File: src/rtl/cdc_pkg.sv
// cdc_pkg: shared state type, encodings and width helper for the FWFT FIFO reader
package cdc_pkg;

    typedef enum logic [1:0] {
        IDLE   = 2'd0,
        STREAM = 2'd1,
        FLUSH  = 2'd2
    } state_t;

    typedef logic [1:0] occ_t;

    localparam occ_t OCC_EMPTY = 2'd0;
    localparam occ_t OCC_FULL  = 2'd2;

    function automatic int pos_width(input int n);
        return (n <= 1) ? 1 : $clog2(n);
    endfunction

endpackage

File: src/rtl/cdc_skid_buf.sv
// cdc_skid_buf: 2-entry head+skid register buffer carrying data and a last flag.
// A pop shifts skid into head; a write lands in the first free slot after that shift.
module cdc_skid_buf
    import cdc_pkg::*;
#(
    parameter int W = 16
) (
    input  logic         clk,
    input  logic         rst,
    input  logic         clr,
    input  logic         wr,
    input  logic [W-1:0] wr_data,
    input  logic         wr_last,
    input  logic         pop,
    output logic [W-1:0] head_data,
    output logic         head_last,
    output occ_t         occ,
    output occ_t         occ_nxt
);

    logic [W-1:0] d0_q, d0_d, d1_q, d1_d;
    logic         l0_q, l0_d, l1_q, l1_d;
    occ_t         occ_q, occ_p;

    always_comb begin
        occ_p = occ_q - occ_t'(pop);
        d0_d  = pop ? d1_q : d0_q;
        l0_d  = pop ? l1_q : l0_q;
        d1_d  = d1_q;
        l1_d  = l1_q;
        if (wr && occ_p == OCC_EMPTY) begin
            d0_d = wr_data;
            l0_d = wr_last;
        end
        if (wr && occ_p == 2'd1) begin
            d1_d = wr_data;
            l1_d = wr_last;
        end
        occ_nxt = clr ? OCC_EMPTY : occ_p + occ_t'(wr);
    end

    always_ff @(posedge clk or posedge rst) begin
        if (rst) begin
            d0_q  <= '0;
            d1_q  <= '0;
            l0_q  <= 1'b0;
            l1_q  <= 1'b0;
            occ_q <= OCC_EMPTY;
        end else begin
            d0_q  <= d0_d;
            d1_q  <= d1_d;
            l0_q  <= l0_d;
            l1_q  <= l1_d;
            occ_q <= occ_nxt;
        end
    end

    assign head_data = d0_q;
    assign head_last = l0_q;
    assign occ       = occ_q;

endmodule

File: src/rtl/cdc_fifo_reader.sv
// cdc_fifo_reader: drains an FWFT FIFO read port into a registered valid/ready stream
// with burst framing, a saturating beat counter and a discard-everything flush mode.
module cdc_fifo_reader
    import cdc_pkg::*;
#(
    parameter int DATA_WIDTH = 16,
    parameter int BURST_LEN  = 4,
    parameter int CNT_WIDTH  = 16
) (
    input  logic                  rd_clk,
    input  logic                  rst,
    input  logic [DATA_WIDTH-1:0] fifo_dout,
    input  logic                  fifo_empty,
    output logic                  fifo_rd_en,
    output logic [DATA_WIDTH-1:0] m_data,
    output logic                  m_valid,
    input  logic                  m_ready,
    output logic                  m_last,
    input  logic                  flush,
    output logic                  busy,
    output logic [CNT_WIDTH-1:0]  beat_cnt
);

    localparam int            PW       = pos_width(BURST_LEN);
    localparam logic [PW-1:0] POS_LAST = PW'(BURST_LEN - 1);

    state_t               state_q, state_d;
    logic [PW-1:0]        pos_q, pos_d;
    logic [CNT_WIDTH-1:0] cnt_q, cnt_d;
    occ_t                 occ, occ_nxt;
    logic                 pop, clr, wr, head_last;

    // Entering or sitting in FLUSH clears the buffer; reads during FLUSH are dropped.
    assign busy       = state_q == FLUSH;
    assign clr        = flush || busy;
    assign fifo_rd_en = !rst && !fifo_empty && (busy || occ < OCC_FULL);
    assign wr         = fifo_rd_en && !clr;
    assign m_valid    = occ != OCC_EMPTY && !busy;
    assign m_last     = m_valid && head_last;
    assign pop        = m_valid && m_ready;
    assign beat_cnt   = cnt_q;

    cdc_skid_buf #(.W(DATA_WIDTH)) u_buf (
        .clk       (rd_clk),
        .rst       (rst),
        .clr       (clr),
        .wr        (wr),
        .wr_data   (fifo_dout),
        .wr_last   (pos_q == POS_LAST),
        .pop       (pop),
        .head_data (m_data),
        .head_last (head_last),
        .occ       (occ),
        .occ_nxt   (occ_nxt)
    );

    always_comb begin
        state_d = busy ? ((!flush && fifo_empty) ? IDLE : FLUSH)
                : flush ? FLUSH
                : (occ_nxt == OCC_EMPTY) ? IDLE : STREAM;
        pos_d   = clr ? '0 : !wr ? pos_q : (pos_q == POS_LAST) ? '0 : pos_q + 1'b1;
        cnt_d   = (pop && cnt_q != '1) ? cnt_q + 1'b1 : cnt_q;
    end

    always_ff @(posedge rd_clk or posedge rst) begin
        if (rst) begin
            state_q <= IDLE;
            pos_q   <= '0;
            cnt_q   <= '0;
        end else begin
            state_q <= state_d;
            pos_q   <= pos_d;
            cnt_q   <= cnt_d;
        end
    end

endmodule

File: config.mk
export PLATFORM = sky130hd
export DESIGN_NAME = cdc_fifo_reader
export DESIGN_NICKNAME = d
export VERILOG_FILES = /design/src/rtl/cdc_pkg.sv /design/src/rtl/cdc_skid_buf.sv /design/src/rtl/cdc_fifo_reader.sv
export SDC_FILE = /design/constraint.sdc
export NUM_CORES = 1
export LEC_CHECK = 0
export ABC_AREA = 1
export ABC_CLOCK_PERIOD_IN_PS = 2500
export BUFFER_PORTS_ARGS = -buffer_cell sky130_fd_sc_hd__buf_2
export CORE_ASPECT_RATIO = 1.1
export CORE_UTILIZATION = 40
export DETAILED_ROUTE_END_ITERATION = 6
export MAX_ROUTING_LAYER = met4
export PLACE_DENSITY = 0.7
export RECOVER_POWER = 50
export SETUP_SLACK_MARGIN = 0.3
export SLEW_MARGIN = 20
export SYNTH_ARGS = -nofsm -noshare
export SYNTH_HDL_FRONTEND = slang
export SYNTH_SLANG_ARGS = --single-unit
File: constraint.sdc
create_clock -name rd_clk -period 2.5 [get_ports rd_clk]
set_input_delay 0.125 -clock rd_clk [delete_from_list [all_inputs] [get_ports rd_clk]]
set_output_delay 0.125 -clock rd_clk [all_outputs]
set_load 0.005 [all_outputs]
# --- Yosys cells after proc, flatten, opt, wreduce, memory -nomap -nowiden ---
# Cells that the tools add are included.
op_classes:
  n_addsub: 4
  magnitude_cmp: 1
  eq_ne: 4
  muxes: 12
  reduce_logical: 22
op_table:
  columns: ["op", "n"]
  rows:
  - ["$mux W16", 2]
  - ["$add A16 B1 Y16 const B", 1]
  - ["$ne A16 B16 Y1 const B", 1]
  - ["$mux W2", 7]
  - ["$logic_and A1 B1 Y1", 10]
  - ["$reduce_bool A2 Y1", 3]
  - ["$logic_not A1 Y1", 5]
  - ["$eq A2 B2 Y1 const B", 2]
  - ["$logic_not A2 Y1", 2]
  - ["$mux W1", 3]
  - ["$add A2 B1 Y2", 1]
  - ["$add A2 B1 Y2 const B", 1]
  - ["$eq A2 B1 Y1 const B", 1]
  - ["$logic_or A1 B1 Y1", 2]
  - ["$lt A2 B2 Y1 const B", 1]
  - ["$sub A2 B1 Y2", 1]
word_totals:
  register_bits: 56
  inputBits: 21
  out_inout_bits: 36
  wordCells: 51

# --- Depth between registers and ports, before layout ---
# Gate-level depths: netlist of run 1.
logic_depth:
  depth_word: 11
  depth_mapped: 15
  depth_no_buf: 12

# --- By module ---
# A second synthesis of run 1 with hierarchy kept.
hier_totals:
  cells_unflattened: 385
  hier_area_um2: 2872.8
modules_own_cells:
  columns: ["mod", "n_inst", "cells_each", "area_each_um2", "seq_area_each_um2"]
  rows:
  - ["cdc_skid_buf", 1, 207, 1654.1, 900.9]
  - ["cdc_fifo_reader", 1, 178, 1218.7, 500.5]

# --- Least setup slack after synthesis of run 1 ---
# OpenSTA, ideal clock, no wires.
synth_timing:
  path_kind: "reg-to-reg"
  from: "reg u_buf.occ_q[1], in the netlist u_buf.occ[1]"
  to: "reg u_buf.d0_q[0], in the netlist u_buf.head_data[0]"
  arrival_time_ps: 2018
  slack_ps: 365
  path_stages_with_launch: 15
  period_less_slack_ps: 2135
  cell_sequence: "dfrtp_1 inv_2 nand2_1 nand2_1 nor2_2 buf_4 buf_4 ha_1 xnor2_2 nand2_4 nor2_8 buf_4 nand2_1 nand2_1 nand2_1"
synth_via:
  elab_chain_len: 7
  elab_cells_between_ends: 12
  classes_between: "add/sub (1); order compare (1); mux (1); reduce/logical (9)"
synth_lines:
  columns: ["element", "line", "text"]
  rows:
  - ["start: declaration", "cdc_skid_buf.sv:23", "occ_t occ_q, occ_p;"]
  - ["start signal: assignment", "cdc_skid_buf.sv:54", "occ_q <= occ_nxt;"]
  - ["$reduce_bool A2 Y1", "cdc_fifo_reader.sv:38", "assign m_valid = occ != OCC_EMPTY && !busy;"]
  - ["$logic_and A1 B1 Y1", "cdc_fifo_reader.sv:38", null]
  - ["$logic_and A1 B1 Y1", "cdc_fifo_reader.sv:40", "assign pop = m_valid && m_ready;"]
  - ["$sub A2 B1 Y2", "cdc_skid_buf.sv:26", "occ_p = occ_q - occ_t'(pop);"]
  - ["$logic_not A2 Y1", "cdc_skid_buf.sv:31", "if (wr && occ_p == OCC_EMPTY) begin"]
  - ["$logic_and A1 B1 Y1", "cdc_skid_buf.sv:31", null]
  - ["$mux W16 / $reduce_bool A2 Y1 (equally long branches)", null, null]
  - ["end signal: assignment", "cdc_skid_buf.sv:44", "d0_q <= '0;"]
  - ["end signal: assignment", "cdc_skid_buf.sv:50", "d0_q <= d0_d;"]
  - ["end: declaration", "cdc_skid_buf.sv:21", "logic [W-1:0] d0_q, d0_d, d1_q, d1_d;"]
# Parallel ways exist; a longest one is shown, timed or not.
# A chain may end at the register's enable or synchronous reset.

# --- Final worst setup path of run 1 ---
layout_timing:
  from: "reg state_q[0]"
  to: "reg u_buf.d0_q[15], in the netlist u_buf.head_data[15]"
layout_via:
  elab_chain_len: 8
  elab_cells_between_ends: 14
  classes_between: "add/sub (1); eq/ne (1); mux (1); reduce/logical (11)"
layout_lines:
  columns: ["element", "line", "text"]
  rows:
  - ["start: declaration", "cdc_fifo_reader.sv:27", "state_t state_q, state_d;"]
  - ["start signal: assignment", "cdc_fifo_reader.sv:71", "state_q <= state_d;"]
  - ["$eq A2 B2 Y1 *", "cdc_fifo_reader.sv:34", "assign busy = state_q == FLUSH;"]
  - ["$logic_not A1 Y1", "cdc_fifo_reader.sv:38", null]
  - ["$logic_and A1 B1 Y1", "cdc_fifo_reader.sv:38", null]
  - ["$logic_and A1 B1 Y1", "cdc_fifo_reader.sv:40", null]
  - ["$sub A2 B1 Y2", "cdc_skid_buf.sv:26", null]
  - ["$logic_not A2 Y1", "cdc_skid_buf.sv:31", null]
  - ["$logic_and A1 B1 Y1", "cdc_skid_buf.sv:31", null]
  - ["$mux W16 / $reduce_bool A2 Y1 (equally long branches)", null, null]
# Every way passes the cells marked *; elsewhere a longest branch is shown, timed or not.

==> results of run 1 <==
## repair_timing
action	4_1_cts	5_1_grt
hold buffers	1	0
endpoints found under the setup margin	0	25
endpoints found under the hold margin	51	0
resized for setup	0	1
## worst max-delay path, stage by stage, from the launching register on
cell and delay, ns:
dfrtp_1 0.38, inv_1 0.05, nand2_1 0.14, nand2_1 0.16
nor2_2 0.06, ha_1 0.20, xnor2_2 0.27, nand2_4 0.12
nor2_8 0.27, nor2_4 0.16, nand2_1 0.09, nand2_1 0.05
## layout by cell type (no fill, tap or decap), types with 3 or more instances in the layout
cell type	synthesis	final
clkbuf_1	1	8
nand2_1	179	179
inv_2	3	3
nor2_1	21	21
nand3_1	19	19
inv_1	41	41
nand4_1	5	5
xor2_1	8	8
o21ai_1	23	23
buf_4	4	3
buf_2	7	50
clkbuf_8	0	5
ha_1	4	4
dfrtp_1	56	56
o21ai_0	5	5
## flip-flops by register name, indices dropped and copies added (netlist names)
register / cells
u_buf.head_last: 1
beat_cnt: 16
u_buf.occ: 2
state_q: 2
u_buf.d1_q: 16
u_buf.l1_q: 1
u_buf.head_data: 16
pos_q: 2
## logic make-up (layout without fill, tap and decap cells)
family,count (synthesis),after routing
and+or+nand+nor,233,233
DFF,56,56
buffers and inverters,56,114
AOI/OAI and AO/OA,29,29
xor gates and xnor gates,9,9
adders and majority gates,4,4
## worst paths after layout
check                                       to  slack (ns)  cells after the start
max                        u_buf.head_data[15]        0.45                     11
min                                 state_q[1]        0.03                      2
max reg2reg                u_buf.head_data[15]        0.45                     11
min reg2reg                 u_buf.head_data[4]        0.48                      2
max in group asynchronous          beat_cnt[6]        0.98                      4
min in group asynchronous         u_buf.occ[1]        0.26                      3
## per-layer routing
metal  vias to the layer above  track usage (%)
met5                         -                -
met4                         0             4.74
met3                         8             2.91
met2                        62             29.2
met1                      1159             21.9
li1                       1299                -
## power by group
part | switching, W | internal [W]
logic | 0.000150 | 0.000113
clock network | 0.000291 | 0.000303
registers | 0.0000623 | 0.000996
total | 0.000503 | 0.00141
## stage by stage
step	area, um2	util, %	instances	power [W]	hold WS [ns]
after floorplan	2880	-	387	0.00121	0.234
after global placement	3240	46.2	521	0.00135	0.00301
after global routing	3350	47.8	530	0.00202	0.0207
after CTS	3360	48.0	530	0.00195	0.0189
after detailed placement	3240	46.2	521	0.00135	0.00344
final	3350	47.8	530	0.00192	0.0325
## cell type report
| class | count | share of cell area, % |
|---|---|---|
| clock buffers | 6 | 2.17 |
| clock inverters | 2 | 1.16 |
| inverters | 44 | 4.93 |
| multi-input cells | 275 | 37.3 |
| flip-flops and latches | 56 | 41.9 |
| well taps | 85 | 3.18 |
| repair buffers | 62 | 9.38 |
==> metrics.md, run 1 <==
| Metric | Value |
|---|---|
| Maximum clock rate | `489 MHz` |
| Worst Tran Pin Value | `1.11 ns` |
| Power Dens Cells | `572 nW/um2` |
| Skew final | `around 0.0068 ns` |
| Synthesis-to-layout area growth | `16.1%` |
| Worst reg2reg startpoint | `state_q[0]` |
| Post-Synth Adder-Cell Area | `under 10%` |
| Avg Inst Size Synth | `7.45 um2` |
| Fin crit period | `slightly above 2 ns` |
| Status | `complete, no violations` |
| First-pass GRT wire length | `10,500 um` |
| Initial DRC count | `75` |
| Synth warnings | `0` |
| Cell Rows | `32` |
| CP arrival | `2.25 ns` |
| Number of clock sinks | `56` |
| Metal-1 WL | `2810 um` |
| Synth area leaders | `dfrtp_1, nand2_1, inv_1, o21ai_1, nand3_1` |
| WS Path Type | `flip-flop to flip-flop` |
| Critical path required time | `between 2 and 3 ns` |
| RD Place Congestion | `0.865` |
| Most common library cells after synthesis | `nand2_1, dfrtp_1, inv_1` |
| Fin crit share | `slightly above 80%` |
| Chip width | `83.0 um` |
| Hold_sp | `fifo_empty` |
| Initial antenna violation count | `0` |
| #FFs+latches synth | `56` |
| Sequential area share after synthesis | `48.6%` |
| H-tree depth | `2` |
| Startpoint types | `flip-flop` |
| Die Span Y | `91.1 um` |
| Antenna cells | `0` |
| Unique cell type count in the Yosys netlist | `24` |
| Pre-antenna DRT Iters | `4` |
| Critical Path Fanout Max | `18` |
| Hold crit path type | `input pin to flip-flop` |
| Place WS | `0.334 ns` |
| Vias post-DR | `around 2,500` |
| Skew-Pair Late Insertion Delay | `0.30 ns` |
| Syn_nets | `about 400` |
| Register Area | `~1400 um2` |
| Max_slew headroom | `26.1%` |
| Post-route DRC | `0` |
| Setup crit start | `state_q[0]` |
| MaxCap Viol Count | `0` |
| Synth top area share | `48.6%` |
| Final HPWL DP | `4470 um` |
| Layout fillers | `692` |
| Total CTS buffers | `5` |
| Post-synth top area cell | `dfrtp_1` |
| Die ar. | `7550 um2` |
| Top-count cell post-synth | `nand2_1` |
| Synth Area in Simple Gates | `around 34%` |
| Number of global-route vias before repair | `~2,300` |
| IO Count | `57` |
| RSZ-0062 raised after global routing | `false` |
| Largest net degree at the start of global routing | `35` |
| Post-CTS Setup Inserts | `0` |
| Final Setup Violations | `0` |
| Mapped Cells | `387` |
| Final worst-path setup slack | `0.455 ns` |
| Share of layout cells above drive strength 1 | `16.4%` |
| Multi-input logic area | `1250 um2` |
| Core area | `7010 um2` |
| Post-synth EDFFs | `0` |
| Clock slew at reported path FFs | `0.10 ns` |
| # nets final | `469` |
| Highest metal used | `met4` |
| WL met2 | `3040 um` |
| CTS tree | `built` |
| Cell Area, Synth | `2880 um2` |
| LEAKAGE | `1.86 nW` |
| Largest family of logic cells by synthesized area | `simple AND/OR/NAND/NOR gates` |
| Mux cell area share after synthesis | `0%` |
| CTS root buffer | `clkbuf_8` |
| Setup tns final | `0 ns` |
| Port bufs | `56` |
| Vias per Instance | `between 4 and 5` |
| GRT Total Usage | `17.4%` |
| Maximum vdd drop | `0.288 mV` |
| Compound-cell area share of the yosys netlist | `5.03%` |
| Worst setup EP type | `flip-flop` |
| Synth Area in XOR/XNOR | `about 3.0%` |
| CTS max path bufs | `2` |
| Top FF cell, synth | `dfrtp_1` |
| Final max-slew violation count | `0` |
| DR WL met3 | `201 um` |
| Ys async rst share | `100%` |
| Initial Utilization | `around two fifths` |
| Final-report hold violation count | `0` |
| Gr ovfl total | `0` |
| Average wire per standard cell | `11.5 um` |
| Post-route ant nets | `0` |
| Routed WL | `6120 um` |
(Power assumes the default switching activity.)
==> run 2: changes to the inputs <==
--- a/config.mk
+++ b/config.mk
@@ -6,7 +6,7 @@
 export NUM_CORES = 1
 export LEC_CHECK = 0
 export ABC_AREA = 1
-export ABC_CLOCK_PERIOD_IN_PS = 2500
+export ABC_CLOCK_PERIOD_IN_PS = 2100
 export BUFFER_PORTS_ARGS = -buffer_cell sky130_fd_sc_hd__buf_2
 export CORE_ASPECT_RATIO = 1.1
 export CORE_UTILIZATION = 40
==> constraint.sdc (replaced) <==
create_clock -name rd_clk -period 2.1 [get_ports rd_clk]
set_input_delay 0.105 -clock rd_clk [delete_from_list [all_inputs] [get_ports rd_clk]]
set_output_delay 0.105 -clock rd_clk [all_outputs]
set_load 0.005 [all_outputs]
==> run 2 against run 1 <==
  * Combinational power up 33%
  * Routed wire length increased by 4.0%
  * Register-to-register slack got worse by 0.14 ns
  * Setup slack worse by 0.14 ns
  * Non-clock buffer count is 8 higher
  * Largest cell class unchanged
==> metrics.md, run 2 (synthesized netlist as in run 1, its figures left out) <==
| Metric | Value |
|---|---|
| Status | `complete, no violations (unchanged)` |
| Fin crit period | `1.79 ns (was 2.05 ns)` |
| Synthesis-to-layout area growth | `23.0% (was 16.1%)` |
| RSZ-0062 raised after global routing | `true (was false)` |
| First-pass GRT wire length | `11,300 um (was 10,500 um)` |
| Total CTS buffers | `5 (unchanged)` |
| Number of clock sinks | `56 (unchanged)` |
| Commonest non-fill, non-tap cells in the layout | `nand2_1, dfrtp_1, inv_1, buf_2, o21ai_1 (was nand2_1, dfrtp_1, buf_2)` |
| Initial DRC count | `102 (was 75)` |
| Share of layout cells above drive strength 1 | `20.3% (was 16.4%)` |
| # nets final | `477 (was 469)` |
| MaxCap Viol Count | `0 (unchanged)` |
| R2R depth | `12 (was 11)` |
| Worst Tran Pin Value | `1.11 ns (about the same)` |
| WS Path Type | `flip-flop to flip-flop (unchanged)` |
| Largest stage delay on the critical path | `0.42 ns (was 0.38 ns)` |
| CTS root buffer | `clkbuf_8 (unchanged)` |
| R2R Setup Slk | `0.31 ns (was 0.45 ns)` |
| Maximum clock rate | `560 MHz (was 489 MHz)` |
| Maximum vdd drop | `0.312 mV (was 0.288 mV)` |
| LEAKAGE | `1.90 nW (was 1.86 nW)` |
| Critical path required time | `2.30 ns (was 2.70 ns)` |
| Vias post-DR | `2,557 (was 2,528)` |
| Number of global-route vias before repair | `2,521 (was 2,325)` |
| Setup crit start | `u_buf.occ[1] (was state_q[0])` |
| Routed WL | `6360 um (was 6120 um)` |
| Pre-antenna DRT Iters | `5 (was 4)` |
| Gr ovfl total | `0 (unchanged)` |
| Antenna cells | `0 (unchanged)` |
| Post-route DRC | `0 (unchanged)` |
| Vias per Instance | `4.75 (was 4.77)` |
| Worst reg2reg startpoint | `u_buf.occ[1] (was state_q[0])` |
| FF-to-FF End | `u_buf.head_last (was u_buf.head_data[15])` |
| Core area | `7010 um2 (unchanged)` |
| Skew-Pair Late Insertion Delay | `0.31 ns (was 0.30 ns)` |
| Initial antenna violation count | `0 (unchanged)` |
| Port bufs | `56 (unchanged)` |
| Die Span Y | `91.1 um (unchanged)` |
| Largest net degree at the start of global routing | `35 (unchanged)` |
| Cell Rows | `32 (unchanged)` |
| Die ar. | `7550 um2 (unchanged)` |
| RD Place Congestion | `0.846 (was 0.865)` |
| Post-route ant nets | `0 (unchanged)` |
| Fin crit share | `85.1% (was 81.8%)` |
| IO Count | `57 (unchanged)` |
| Slowest-stage cell, CP | `dfrtp_2 (was dfrtp_1)` |
| Non-Filler Instances | `538 (was 530)` |
| Final hold slack | `0.0355 ns (was 0.0325 ns)` |
| Hold crit path type | `input pin to flip-flop (unchanged)` |
| Max_slew headroom | `26.2% (was 26.1%)` |
| Final max-slew violation count | `0 (unchanged)` |
| CP arrival | `1.99 ns (was 2.25 ns)` |
| H-tree depth | `2 (unchanged)` |
| Chip width | `83.0 um (unchanged)` |
| Worst setup EP type | `flip-flop (unchanged)` |
| Placed Instances | `522 (was 521)` |
| Power Dens Cells | `631 nW/um2 (was 572 nW/um2)` |
| Critical Path Fanout Max | `8 (was 18)` |
| Initial Utilization | `41.2% (unchanged)` |
| WHS Endpoint | `u_buf.d1_q[10] (was state_q[1])` |
| Final Setup Violations | `0 (unchanged)` |
| Worst path cell trace | `inv_2, nand2_2, nand2_4, nor2_4, ha_4, xnor2_4, nand2_4, nor2_8, nor2_4, clkbuf_16, nand2_2, nand2_1 (was inv_1, nand2_1, nand2_1, nor2_2, ha_1, xnor2_2, nand2_4, nor2_8, nor2_4, nand2_1, nand2_1)` |
| Startpoint types | `flip-flop (unchanged)` |
| CTS tree | `built (unchanged)` |
| Clock slew at reported path FFs | `0.11 ns (was 0.10 ns)` |
| Setup tns final | `0 ns (unchanged)` |
| Most common cell after layout, fill and taps aside | `nand2_1 (unchanged)` |
| Final-report hold violation count | `0 (unchanged)` |
| Final HPWL DP | `4520 um (was 4470 um)` |
| Skew final | `0.0136 ns (was 0.00676 ns)` |
| Average wire per standard cell | `11.8 um (was 11.5 um)` |
| CTS max path bufs | `2 (unchanged)` |
| GRT Total Usage | `18.7% (was 17.4%)` |
| Hold Path Depth | `3 (was 2)` |
| Hold_sp | `fifo_dout[10] (was fifo_empty)` |
run 2: per-layer routing:
layer	vias to the layer above	part of all wire (%)	global-route usage, %
li1	1313	-	-
met1	1177	44	22.7
met2	58	51	31.6
met3	9	3.7	3.00
met4	0	1.6	6.61
met5	-	0	-
run 2: worst max-delay path by stage:
| stage | end | cells after the start |
|---|---|---|
| final | u_buf.head_last | 12 |
| after global routing | u_buf.head_data[11] | 12 |
| after CTS | u_buf.head_data[15] | 10 |
| after detailed placement | u_buf.head_data[15] | 11 |
| after global placement | u_buf.head_data[15] | 11 |
| after floorplan | u_buf.head_data[0] | 14 |
run 2: cell type report:
type | instances | area [um2]
Multi-Input combinational cell | 275 | 1350
Timing Repair Buffer | 70 | 432
Fill cell | 698 | 3460
Clock buffer | 5 | 68.8
Tap cell | 85 | 106
Clock inverter | 3 | 22.5
Sequential cell | 56 | 1400
Inverter | 44 | 165
run 2: stage by stage:
stage / instance area [um2] / power (W) / util, % / setup WS, ns
after global routing: 3550 / 0.00237 / 50.6 / 0.235
after detailed placement: 3290 / 0.00162 / 46.9 / 0.212
after global placement: 3290 / 0.00161 / 46.9 / 0.293
final: 3550 / 0.00224 / 50.6 / 0.313
after CTS: 3440 / 0.00223 / 49.1 / 0.316
after floorplan: 2940 / 0.00144 / - / 0.149
run 2: critical path, delay by kind of cell (launching register included):
family        cells  cell delay (ns)
flops             1             0.42
simple gates      8             0.62
xor+xnor          1             0.23
buf+inv           2             0.24
fa+ha+maj         1             0.17
run 2: what timing repair did:
action	CTS	global route
endpoints found under the setup margin	17	52
hold buffers	2	0
gates cloned	0	1
setup buffers	4	1
endpoints found under the hold margin	29	0
pin swaps	2	10
gates resized for setup	0	27
run 2: power breakdown:
part | internal, W | switching [W] | total (W)
clock network | 0.000240 | 0.000365 | 0.000605
registers | 0.00119 | 0.0000991 | 0.00129
logic | 0.000163 | 0.000185 | 0.000349
total | 0.00159 | 0.000649 | 0.00224
==> run 3: changes to the inputs <==
--- a/config.mk
+++ b/config.mk
@@ -5,14 +5,13 @@
 export SDC_FILE = /design/constraint.sdc
 export NUM_CORES = 1
 export LEC_CHECK = 0
-export ABC_AREA = 1
 export ABC_CLOCK_PERIOD_IN_PS = 2100
 export BUFFER_PORTS_ARGS = -buffer_cell sky130_fd_sc_hd__buf_2
 export CORE_ASPECT_RATIO = 1.1
 export CORE_UTILIZATION = 40
 export DETAILED_ROUTE_END_ITERATION = 6
 export MAX_ROUTING_LAYER = met4
-export PLACE_DENSITY = 0.7
+export PLACE_DENSITY = 0.71
 export RECOVER_POWER = 50
 export SETUP_SLACK_MARGIN = 0.3
 export SLEW_MARGIN = 20
==> run 3 against run 2 <==
  * Combinational power is 17% lower
  * Hold slack worse by 0.023 ns
  * Sequential cell count did not move
  * Critical path depth shrank 5
  * Largest power group unchanged
  * Clock power shrank 3%
  * Fmax shrank 6.1%
  * Critical endpoint is now u_buf.d1_q[15]
  * Routed wire length shrank 11%
  * Clock skew shrank 0.0020 ns
  * Critical path type unchanged
  * First-iteration DRC count fell by 65%
  * Via count decreased by 27%
  * Setup slack worse by 0.12 ns
  * Clock-buffer cell count up 1
==> metrics.md, run 3 <==
| Metric | Value |
|---|---|
| Status | `complete, no violations (unchanged)` |
| Hold crit path type | `input pin to flip-flop (unchanged)` |
| Largest family of logic cells by synthesized area | `multiplexers (was simple AND/OR/NAND/NOR gates)` |
| LEAKAGE | `1.64 nW (was 1.90 nW)` |
| Initial Utilization | `41.4% (was 41.2%)` |
| Vias post-DR | `1,877 (was 2,557)` |
| CTS max path bufs | `2 (unchanged)` |
| Register Area | `1400 um2 (unchanged)` |
| Average wire per standard cell | `15.0 um (was 11.8 um)` |
| Clock slew at reported path FFs | `0.10 ns (was 0.11 ns)` |
| Final worst-path setup slack | `0.197 ns (was 0.313 ns)` |
| Synth Area in Simple Gates | `14.9% (was 33.5%)` |
| Most common library cells after synthesis | `dfrtp_1, nand2_1, mux2_2 (was nand2_1, dfrtp_1, inv_1)` |
| Critical path required time | `2.29 ns (was 2.30 ns)` |
| Maximum vdd drop | `0.303 mV (was 0.312 mV)` |
| Cell Area, Synth | `2550 um2 (was 2880 um2)` |
| Synth warnings | `0 (unchanged)` |
| Post-route ant nets | `0 (unchanged)` |
| Die ar. | `6700 um2 (was 7550 um2)` |
| RSZ-0062 raised after global routing | `true (unchanged)` |
| Antenna cells | `0 (unchanged)` |
| CTS root buffer | `clkbuf_8 (unchanged)` |
| Final HPWL DP | `3540 um (was 4520 um)` |
| Synth Area in XOR/XNOR | `4.81% (was 2.99%)` |
| Slowest-stage cell, CP | `dfrtp_1 (was dfrtp_2)` |
| Commonest non-fill, non-tap cells in the layout | `dfrtp_1, buf_2, mux2_2 (was nand2_1, dfrtp_1, inv_1, buf_2, o21ai_1)` |
| Placed Area | `3020 um2 (was 3290 um2)` |
| Post-synth top area cell | `dfrtp_1 (unchanged)` |
| Vias per Instance | `4.97 (was 4.75)` |
| Fin crit share | `90.6% (was 85.1%)` |
| CTS tree | `built (unchanged)` |
| Top FF cell, synth | `dfrtp_1 (unchanged)` |
| Sequential area share after synthesis | `54.9% (was 48.6%)` |
| Final Cell Area | `3490 um2 (was 3550 um2)` |
| Synthesis-to-layout area growth | `36.8% (was 23.0%)` |
| Critical Path Fanout Max | `17 (was 8)` |
| Post-synth EDFFs | `0 (unchanged)` |
| Share of layout cells above drive strength 1 | `48.0% (was 20.3%)` |
| Maximum clock rate | `525 MHz (was 560 MHz)` |
| # nets final | `322 (was 477)` |
| Final max-slew violation count | `0 (unchanged)` |
| Final core occ | `56.7% (was 50.6%)` |
| MaxCap Viol Count | `0 (unchanged)` |
| Placed Instances | `350 (was 522)` |
| Worst path cell trace | `or2_4, nand3_4, inv_6, ha_4, nor4_4, buf_12, mux2_2 (was inv_2, nand2_2, nand2_4, nor2_4, ha_4, xnor2_4, nand2_4, nor2_8, nor2_4, clkbuf_16, nand2_2, nand2_1)` |
| Initial DRC count | `36 (was 102)` |
| IO Count | `57 (unchanged)` |
| Worst setup EP type | `flip-flop (unchanged)` |
| Total CTS buffers | `5 (unchanged)` |
| Number of global-route vias before repair | `1,918 (was 2,521)` |
| Post-Synth Adder-Cell Area | `1.96% (was 1.74%)` |
| Synth top area share | `54.9% (was 48.6%)` |
| Top-count cell post-synth | `dfrtp_1 (was nand2_1)` |
| Die Span Y | `85.8 um (was 91.1 um)` |
| Worst Tran Pin Value | `1.13 ns (was 1.11 ns)` |
| Initial antenna violation count | `0 (unchanged)` |
| Routed WL | `5690 um (was 6360 um)` |
| Place WS | `0.123 ns (was 0.212 ns)` |
| H-tree depth | `2 (unchanged)` |
| Largest net degree at the start of global routing | `35 (unchanged)` |
| Port bufs | `56 (unchanged)` |
| CP arrival | `2.09 ns (was 1.99 ns)` |
| Multi-input logic area | `1300 um2 (was 1350 um2)` |
| Avg Inst Size Synth | `11.9 um2 (was 7.45 um2)` |
| Cell Rows | `30 (was 32)` |
| Pre-antenna DRT Iters | `4 (was 5)` |
| Most common cell after layout, fill and taps aside | `dfrtp_1 (was nand2_1)` |
| Post-route DRC | `0 (unchanged)` |
| Non-Filler Instances | `378 (was 538)` |
| Chip width | `78.1 um (was 83.0 um)` |
| #FFs+latches synth | `56 (unchanged)` |
| Largest stage delay on the critical path | `0.39 ns (was 0.42 ns)` |
| Compound-cell area share of the yosys netlist | `4.12% (was 5.03%)` |
| Fin crit period | `1.90 ns (was 1.79 ns)` |
| Skew-Pair Late Insertion Delay | `0.31 ns (about the same)` |
| Number of clock sinks | `56 (unchanged)` |
| Max_slew headroom | `24.5% (was 26.2%)` |
| Skew final | `0.0115 ns (was 0.0136 ns)` |
| Gr ovfl total | `0 (unchanged)` |
| Synth area leaders | `dfrtp_1, mux2_2, mux2i_1, xnor2_1, nand2_1 (was dfrtp_1, nand2_1, inv_1, o21ai_1, nand3_1)` |
| WS Path Type | `flip-flop to flip-flop (unchanged)` |
| First-pass GRT wire length | `8960 um (was 11,300 um)` |
| Final-report hold violation count | `0 (unchanged)` |
| Ys async rst share | `100% (unchanged)` |
| Startpoint types | `flip-flop (unchanged)` |
| RD Place Congestion | `0.800 (was 0.846)` |
| Mapped Cells | `214 (was 387)` |
| Layout fillers | `545 (was 698)` |
| Core area | `6160 um2 (was 7010 um2)` |
| GRT Total Usage | `17.7% (was 18.7%)` |
| Power Dens Cells | `596 nW/um2 (was 631 nW/um2)` |
| Syn_nets | `239 (was 412)` |
| Unique cell type count in the Yosys netlist | `34 (was 24)` |
| Final Setup Violations | `0 (unchanged)` |
| Mux cell area share after synthesis | `16.7% (was 0%)` |
==> run 3: final timing paths <==
| check | slack, ns | from | endpoint | cells past startpoint |
|---|---|---|---|---|
| max in group asynchronous | 0.70 | rst | beat_cnt[6] | 4 |
| min | 0.01 | fifo_dout[12] | u_buf.head_data[12] | 3 |
| min in group asynchronous | 0.68 | rst | u_buf.d1_q[10] | 3 |
| min reg2reg | 0.52 | u_buf.d1_q[10] | u_buf.d1_q[10] | 1 |
| max reg2reg | 0.20 | u_buf.occ[0] | u_buf.d1_q[15] | 7 |
| max | 0.20 | u_buf.occ[0] | u_buf.d1_q[15] | 7 |
==> run 3: layer usage <==
| layer | GRT usage [%] | vias up | part of all wire (%) |
|---|---|---|---|
| met5 | - | - | 0 |
| met4 | 8.42 | 0 | 1.5 |
| met3 | 3.51 | 6 | 2.6 |
| met2 | 28.4 | 33 | 52 |
| met1 | 21.5 | 922 | 44 |
| li1 | - | 916 | - |
==> run 3: per-stage QoR <==
step / setup TNS [ns] / hold WS (ns) / power, W
2_1_floorplan: -1.37 / 0.202 / 0.00134
6_report: 0 / 0.0126 / 0.00208
5_1_grt: 0 / 0.000809 / 0.00219
4_1_cts: 0 / 0.000352 / 0.00208
3_3_place_gp: 0 / 0.235 / 0.00147
3_5_place_dp: 0 / 0.237 / 0.00147
==> run 3: area by class of cell <==
class | instances | share of cell area [%]
Multi-Input combinational cell | 145 | 37.1
Sequential cell | 56 | 40.2
Clock inverter | 2 | 0.466
Inverter | 7 | 0.968
Clock buffer | 6 | 2.08
Tap cell | 80 | 2.87
Timing Repair Buffer | 82 | 16.3
==> run 3: where the power goes <==
group / internal (W) / switching, W / total [W]
Sequential: 0.00116 / 0.0000457 / 0.00120
Combinational: 0.000148 / 0.000143 / 0.000291
Clock: 0.000238 / 0.000347 / 0.000585
Total: 0.00154 / 0.000535 / 0.00208
==> run 3: cell families after synthesis <==
family          Yosys count
compound gates           20
mux                      40
xor+xnor                 14
buf+inv                  13
simple gates             67
fa+ha+maj                 4
flops                    56
==> run 3: worst max-delay path, delay by kind of cell (launching register included) <==
| kind | cells | cell delay (ns) |
|---|---|---|
| flops | 1 | 0.39 |
| simple gates | 3 | 0.66 |
| fa+ha+maj | 1 | 0.18 |
| mux | 1 | 0.34 |
| buf+inv | 2 | 0.24 |
==> run 3: repair_timing <==
| item | 4_1_cts | 5_1_grt |
|---|---|---|
| setup buffers | 7 | 6 |
| hold endpoints to repair | 28 | 0 |
| endpoints found under the setup margin | 39 | 50 |
| hold buffers | 2 | 0 |
| pin swaps | 3 | 3 |
| cloned | 0 | 5 |
| gates resized for setup | 5 | 42 |
